`src/rtl/waffle_irq_pkg.sv`:
```
// Shared definitions for the WAFFLE interrupt controller.
// Register addresses, FSM encoding and the index-width helper.
package waffle_irq_pkg;

    localparam int unsigned REG_ADDR_W = 3;

    localparam logic [REG_ADDR_W-1:0] IRQ_PEND  = 3'd0;
    localparam logic [REG_ADDR_W-1:0] IRQ_MASK  = 3'd1;
    localparam logic [REG_ADDR_W-1:0] IRQ_TRIG  = 3'd2;
    localparam logic [REG_ADDR_W-1:0] IRQ_ISR   = 3'd3;
    localparam logic [REG_ADDR_W-1:0] IRQ_SWSET = 3'd4;
    localparam logic [REG_ADDR_W-1:0] IRQ_CUR   = 3'd5;

    typedef enum logic {
        IRQ_IDLE = 1'b0,
        IRQ_REQ  = 1'b1
    } irq_state_t;

    // A single source still needs a 1-bit index.
    function automatic int unsigned idx_width(input int unsigned n);
        return (n > 1) ? $clog2(n) : 1;
    endfunction

endpackage

```
`src/rtl/waffle_irq_prio_enc.sv`:
```
// Find-first-set encoder: lowest set bit of req wins.
// Shared by the arbitration winner and the lowest in-service bit.
module waffle_irq_prio_enc
    import waffle_irq_pkg::*;
#(
    parameter int unsigned NUM_SRC = 8,
    parameter int unsigned IDX_W   = idx_width(NUM_SRC)
) (
    input  logic [NUM_SRC-1:0] req,
    output logic               valid_c,
    output logic [IDX_W-1:0]   index_c
);

    // Scan from the top so the lowest set index is the last one written.
    always_comb begin
        valid_c = 1'b0;
        index_c = '0;
        for (int i = int'(NUM_SRC) - 1; i >= 0; i--) begin
            if (req[i]) begin
                valid_c = 1'b1;
                index_c = IDX_W'(i);
            end
        end
    end

endmodule

```
`src/rtl/waffle_irq_ctrl.sv`:
```
// WAFFLE interrupt controller: synchronised sources, mask/trigger/pending registers,
// fixed-priority arbitration with nested in-service tracking and per-source vectors.
module waffle_irq_ctrl
    import waffle_irq_pkg::*;
#(
    parameter int unsigned       NUM_SRC    = 8,
    parameter int unsigned       DATA_W     = 8,
    parameter int unsigned       ADDR_W     = 16,
    parameter logic [ADDR_W-1:0] VEC_BASE   = ADDR_W'(16'h0380),
    parameter int unsigned       VEC_STRIDE = 4,
    parameter int unsigned       ID_W       = idx_width(NUM_SRC)
) (
    input  logic                  clk,
    input  logic                  rst_n,
    input  logic [NUM_SRC-1:0]    src_i,
    input  logic                  reg_we,
    input  logic                  reg_re,
    input  logic [REG_ADDR_W-1:0] reg_addr,
    input  logic [DATA_W-1:0]     reg_wdata,
    output logic [DATA_W-1:0]     reg_rdata,
    output logic                  irq_req,
    output logic [ID_W-1:0]       irq_id,
    output logic [ADDR_W-1:0]     irq_vec,
    input  logic                  irq_ack,
    input  logic                  irq_eoi
);

    irq_state_t state_q, state_d;

    logic [NUM_SRC-1:0] sync1_q, sync2_q, lvl_q;
    logic [NUM_SRC-1:0] pend_q, mask_q, trig_q, isr_q;
    logic [NUM_SRC-1:0] rise_c, pend_eff_c, elig_c, wdata_c;
    logic [NUM_SRC-1:0] pend_set_c, pend_clr_c, ack_mask_c, eoi_mask_c;
    logic               wr_pend_c, wr_mask_c, wr_trig_c, wr_swset_c;
    logic               ack_hit_c, load_c, win_ok_c;
    logic               win_valid_c, isr_valid_c;
    logic [ID_W-1:0]    win_idx_c, isr_idx_c;
    logic [ADDR_W-1:0]  vec_c;
    logic [DATA_W-1:0]  rd_c, cur_c;

    // Two-flop synchroniser followed by the edge-detect / level flop.
    always_ff @(posedge clk or negedge rst_n) begin
        if (!rst_n) begin
            sync1_q <= '0;
            sync2_q <= '0;
            lvl_q   <= '0;
        end else begin
            sync1_q <= src_i;
            sync2_q <= sync1_q;
            lvl_q   <= sync2_q;
        end
    end

    assign rise_c  = sync2_q & ~lvl_q;
    assign wdata_c = reg_wdata[NUM_SRC-1:0];

    assign wr_pend_c  = reg_we && (reg_addr == IRQ_PEND);
    assign wr_mask_c  = reg_we && (reg_addr == IRQ_MASK);
    assign wr_trig_c  = reg_we && (reg_addr == IRQ_TRIG);
    assign wr_swset_c = reg_we && (reg_addr == IRQ_SWSET);

    // pend_q holds latched edges for edge sources and the SWSET latch for level sources.
    assign pend_eff_c = pend_q | (~trig_q & lvl_q);
    assign elig_c     = pend_eff_c & mask_q;

    assign ack_hit_c  = (state_q == IRQ_REQ) && irq_ack;
    assign ack_mask_c = ack_hit_c ? (NUM_SRC'(1) << irq_id) : '0;
    assign eoi_mask_c = (irq_eoi && isr_valid_c) ? (NUM_SRC'(1) << isr_idx_c) : '0;

    assign pend_set_c = (rise_c & trig_q) | (wr_swset_c ? wdata_c : '0);
    assign pend_clr_c = (wr_pend_c ? wdata_c : '0) | ack_mask_c;

    waffle_irq_prio_enc #(.NUM_SRC(NUM_SRC), .IDX_W(ID_W)) u_win_enc (
        .req     (elig_c),
        .valid_c (win_valid_c),
        .index_c (win_idx_c)
    );

    waffle_irq_prio_enc #(.NUM_SRC(NUM_SRC), .IDX_W(ID_W)) u_isr_enc (
        .req     (isr_q),
        .valid_c (isr_valid_c),
        .index_c (isr_idx_c)
    );

    assign win_ok_c = win_valid_c && (!isr_valid_c || (win_idx_c < isr_idx_c));
    assign vec_c    = VEC_BASE + (ADDR_W'(win_idx_c) * ADDR_W'(VEC_STRIDE));

    // Control registers; a set always beats a clear on the same bit.
    always_ff @(posedge clk or negedge rst_n) begin
        if (!rst_n) begin
            pend_q <= '0;
            mask_q <= '0;
            trig_q <= '1;
            isr_q  <= '0;
        end else begin
            pend_q <= (pend_q & ~pend_clr_c) | pend_set_c;
            isr_q  <= (isr_q & ~eoi_mask_c) | ack_mask_c;
            if (wr_mask_c) mask_q <= wdata_c;
            if (wr_trig_c) trig_q <= wdata_c;
        end
    end

    always_ff @(posedge clk or negedge rst_n) begin
        if (!rst_n) state_q <= IRQ_IDLE;
        else        state_q <= state_d;
    end

    always_comb begin
        state_d = state_q;
        unique case (state_q)
            IRQ_IDLE: if (win_ok_c) state_d = IRQ_REQ;
            IRQ_REQ:  if (irq_ack)  state_d = IRQ_IDLE;
            default:  state_d = IRQ_IDLE;
        endcase
    end

    always_comb begin
        irq_req = (state_q == IRQ_REQ);
        load_c  = (state_q == IRQ_IDLE) && win_ok_c;
    end

    // Id and vector are frozen from the moment the request is issued.
    always_ff @(posedge clk or negedge rst_n) begin
        if (!rst_n) begin
            irq_id  <= '0;
            irq_vec <= '0;
        end else if (load_c) begin
            irq_id  <= win_idx_c;
            irq_vec <= vec_c;
        end
    end

    always_comb begin
        cur_c           = DATA_W'(irq_id);
        cur_c[DATA_W-1] = irq_req;
        rd_c            = '0;
        case (reg_addr)
            IRQ_PEND: rd_c = DATA_W'(pend_eff_c);
            IRQ_MASK: rd_c = DATA_W'(mask_q);
            IRQ_TRIG: rd_c = DATA_W'(trig_q);
            IRQ_ISR:  rd_c = DATA_W'(isr_q);
            IRQ_CUR:  rd_c = cur_c;
            default:  rd_c = '0;
        endcase
    end

    always_ff @(posedge clk or negedge rst_n) begin
        if (!rst_n)      reg_rdata <= '0;
        else if (reg_re) reg_rdata <= rd_c;
    end

endmodule

```
`config.mk`:
```
export PLATFORM = sky130hd
export DESIGN_NAME = waffle_irq_ctrl
export DESIGN_NICKNAME = d
export VERILOG_FILES = /design/src/rtl/waffle_irq_pkg.sv /design/src/rtl/waffle_irq_prio_enc.sv /design/src/rtl/waffle_irq_ctrl.sv
export SDC_FILE = /design/constraint.sdc
export NUM_CORES = 1
export LEC_CHECK = 0
export BUFFER_PORTS_ARGS = -buffer_cell sky130_fd_sc_hd__buf_4
export CORE_MARGIN = 1.5
export CORE_UTILIZATION = 58
export DETAILED_ROUTE_END_ITERATION = 8
export PLACE_DENSITY = 0.82
export REMOVE_ABC_BUFFERS = 1
export SLEW_MARGIN = 15
export SYNTH_ARGS = -nofsm -noshare
export SYNTH_HDL_FRONTEND = slang
export SYNTH_SLANG_ARGS = --single-unit
```
`constraint.sdc`:
```
create_clock -name clk -period 4.1 [get_ports clk]
set_input_delay 0.41 -clock clk [delete_from_list [all_inputs] [get_ports clk]]
set_output_delay 0.41 -clock clk [all_outputs]
set_load 0.1 [all_outputs]
```
==> impl_metrics.sql <==
INSERT INTO impl_metrics (metric_group, metric, value, unit) VALUES
('status', 'run_status', 'finished, final reports clean', ''),
('critical_path', 'ff2ff_setup_slack', '1180', 'ps'),
('global_route', 'antenna_found_initial', '0', ''),
('critical_path', 'cp-startpoint', 'trig_q[0]$_DFFE_PN1P_', ''),
('global_route', 'grt_max_degree', '70', ''),
('cts', 'post-cts-setup-buffer-count', '0', ''),
('routing', 'postRouteWirelength', '7270', 'um'),
('timing', 'fin_hold_viols', '0', ''),
('finish', 'drive_above_1_share', '26.8', '%'),
('timing', 'final.period_utilization', '71.3', '%'),
('timing', 'finalCriticalPeriod', '2920', 'ps'),
('logic_synthesis', 'yosys.area.top_type_share', '46.2', '%'),
('floorplan', 'floorplan.initialDensity', '60.0', '%'),
('pwr', 'vdd_ir_drop_max', '0.000501', 'V'),
('critical_path', 'setup.worst_path.class', 'reg -> reg', ''),
('floorplan', 'die-area', '6160', 'um^2'),
('cts', 'cts_buffers', '9', ''),
('timing', 'tightest_slew', '885', 'ps'),
('floorplan', 'die-width', '78.5', 'um'),
('min_path', 'min_path_type', 'in -> async', ''),
('critical_path', 'cp.required', '4330', 'ps'),
('critical_path', 'r2r_cells', '9', ''),
('routing', 'route.detailed.drc', '0', ''),
('cts', 'htree_levels', '3', ''),
('timing', 'unrepaired_setup_endpoints_after_global_routing', 'false', ''),
('cts', 'cts_root_buffer', 'clkbuf_8', ''),
('logic_synthesis', 'syn_inst', '318', ''),
('critical_path', 'crit_slowest_cell', 'dfstp_2', ''),
('cts', 'cts_tree', 'done', ''),
('place', 'io_buffers', '42', ''),
('global_route', 'globalRoute.totalOverflow', '0', ''),
('logic_synthesis', 'synth_enable_flop_cells', '0', ''),
('routing', 'drt_iter0_drc', '281', ''),
('timing', 'fin_worst_skew', '9.62', 'ps'),
('finish', 'design.final.nets', '388', ''),
('cts', 'clk_latency', '350', 'ps'),
('pwr', 'power.density_cell_area', '723', 'nW/um^2'),
('floorplan', 'num_rows', '27', ''),
('timing', 'finalSetupTns', '0', 'ps'),
('logic_synthesis', 'ys_seq_elements', '69', ''),
('routing', 'routed_wire_length_per_instance', '16.6', 'um'),
('cts', 'cts_hold_buffers', '0', ''),
('routing', 'antenna_violating_nets_post_route', '0', ''),
('floorplan', 'die_h', '78.5', 'um'),
('cts', 'clock_pin_slew_on_the_worst_setup_and_hold_paths', '80', 'ps'),
('critical_path', 'timing.critical_path.slowest_cell_delay', '550', 'ps'),
('timing', 'worst_slack', '1180', 'ps'),
('finish', 'insertedDiodeCount', '0', ''),
('finish', 'num-fill-cells', '420', ''),
('logic_synthesis', 'synth_top_cell_by_area', 'dfrtp_1', ''),
('logic_synthesis', 'synth_cell_type_count', '53', ''),
('logic_synthesis', 'yosysWarnings', '0', ''),
('floorplan', 'boundaryPins', '53', ''),
('logic_synthesis', 'synth_top_flop_cell', 'dfrtp_1', ''),
('pwr', 'static-leakage-power', '1.76', 'nW'),
('logic_synthesis', 'synth.area.top_cells', 'dfrtp_1 (46%), dfstp_2 (6.4%), mux2_2 (5.5%)', ''),
('critical_path', 'worst_ep_arrival_time', '3150', 'ps'),
('cts', 'resized_gates_after_cts', '0', ''),
('critical_path', 'cp_cell_sequence', 'nor2b_1 > o21ai_0 > nand4_1 > nor2_1 > ha_1 > a221oi_4 > o211ai_2 > a211oi_4 > mux2_1', ''),
('floorplan', 'core', '5510', 'um^2'),
('critical_path', 'timing.critical_path.from_type', 'register', ''),
('critical_path', 'timing.rr.start', 'trig_q[0]$_DFFE_PN1P_', ''),
('timing', 'maxSlewViolCount', '0', ''),
('critical_path', 'crit_path_end_kind', 'register', ''),
('global_route', 'wire_length_of_the_first_global_routing_pass', '11900', 'um'),
('cts', 'clockBufferDepth', '2', ''),
('global_route', 'number_of_global_route_vias_before_repair', '2396', ''),
('place', 'detailedPlacementHpwl', '5320', 'um'),
('finish', 'synthToLayoutAreaGrowth', '15.7', '%'),
('place', 'routabilityCongestion', '0.997', ''),
('routing', 'drt_pre_antenna_iters', '5', '');
-- critical path: cells and delay by family (launching register included) --
kind / cells / cell delay [ps]
AO/OA/AOI/OAI: 4 / 1170
flip-flops: 1 / 550
AND/OR/NAND/NOR: 3 / 430
multiplexers: 1 / 350
adder cells (fa/ha/maj): 1 / 300
-- area by class of cell --
cell class / count / area, um^2 / share of cell area (%)
Clock inverter: 5 / 60.1 / 1.57
Timing Repair Buffer: 44 / 330 / 8.64
Sequential cell: 69 / 1740 / 45.4
Clock buffer: 11 / 141 / 3.70
Multi-Input combinational cell: 213 / 1380 / 36.0
Inverter: 24 / 90.1 / 2.36
Tap cell: 72 / 90.1 / 2.36
-- metal layers --
metal  up-vias  global-route usage, %  part of all wire (%)
met5         -                      0                     0
met4         0                   12.3                   2.5
met3        15                   5.47                   7.7
met2       129                   39.2                    45
met1      1186                   35.8                    45
li1       1162                      -                     -
-- stage by stage --
stage | std cells | power [mW] | utilization (%) | cell area (um^2) | hold WS [ps]
detailed placement | 422 | 2.20 | 65.8 | 3620 | 340
global placement | 422 | 2.18 | 65.8 | 3620 | 332
CTS | 438 | 2.76 | 69.5 | 3820 | 155
global route | 438 | 2.92 | 69.5 | 3820 | 153
finish | 438 | 2.76 | 69.5 | 3820 | 157
floorplan | 306 | 1.93 | - | 3200 | 114
-- cells in the final DEF, fill, tap and decap left out, types with 2 or more instances in the layout --
| cell | n |
|---|---|
| mux2_2 | 16 |
| conb_1 | 10 |
| nor3_1 | 4 |
| inv_1 | 24 |
| a32oi_1 | 7 |
| o21ai_2 | 2 |
| clkinv_4 | 2 |
| dfrtp_1 | 61 |
| mux2i_1 | 7 |
| nand2b_1 | 7 |
| buf_4 | 44 |
| nand4_1 | 2 |
| mux2_1 | 2 |
| o22ai_1 | 5 |
| o21a_1 | 3 |
| nor2_1 | 15 |
| a21oi_1 | 4 |
| o21ai_0 | 20 |
| mux4_2 | 2 |
| o21ai_1 | 5 |
| dfstp_2 | 8 |
| clkbuf_8 | 10 |
| o311ai_0 | 2 |
| a31oi_1 | 3 |
| nor2b_1 | 12 |
| o311a_1 | 2 |
| nand3_1 | 9 |
| nand2_1 | 48 |
| ha_1 | 2 |
| or2_2 | 2 |
-- where the power goes --
group | internal [mW] | switching, mW
sequential | 0.842 | 0.173
combinational | 0.404 | 0.785
clock | 0.299 | 0.263
total | 1.54 | 1.22
-- Yosys cell counts, types with 3 or more instances --
cell / number
nor2b_1: 12
a21oi_1: 4
inv_1: 24
clkbuf_1: 4
mux2i_1: 7
dfrtp_1: 61
nor2_1: 15
o21ai_0: 20
o21ai_1: 5
buf_4: 15
dfstp_2: 8
a31oi_1: 3
mux2_2: 16
nor3_1: 4
o21a_1: 3
a32oi_1: 7
nand2_1: 48
nand2b_1: 7
o22ai_1: 5
nand3_1: 9
-- state kept, by name, indices dropped and copies added (netlist names) --
register   count
irq_vec        2
mask_q         8
trig_q         8
lvl_q          8
irq_id         2
sync1_q        8
pend_q         8
isr_q          8
sync2_q        8
irq_req        1
reg_rdata      8
-- worst min path at each step --
stage	startpoint	end	slack, ps	cells after the start
floorplan	rst_n	irq_id[0]$_DFFE_PN0P_	110	0
global placement	sync1_q[2]$_DFF_PN0_	sync2_q[2]$_DFF_PN0_	330	0
detailed placement	sync1_q[6]$_DFF_PN0_	sync2_q[6]$_DFF_PN0_	340	0
CTS	src_i[2]	sync1_q[2]$_DFF_PN0_	160	1
global route	src_i[5]	sync1_q[5]$_DFF_PN0_	150	1
finish	rst_n	reg_rdata[5]$_DFFE_PN0P_	160	1
-- cells by family (layout without fill, tap and decap cells) --
group | after synthesis | after routing | share of synthesized area [%]
multiplexers | 27 | 27 | 9.61
flip-flops | 69 | 69 | 52.5
adder cells (fa/ha/maj) | 2 | 2 | 0.757
buffers and inverters | 45 | 84 | 6.85
other | 1 | 10 | 0.113
AO/OA/AOI/OAI | 67 | 67 | 14.7
AND/OR/NAND/NOR | 107 | 107 | 15.4
(Power assumes the default switching activity.)
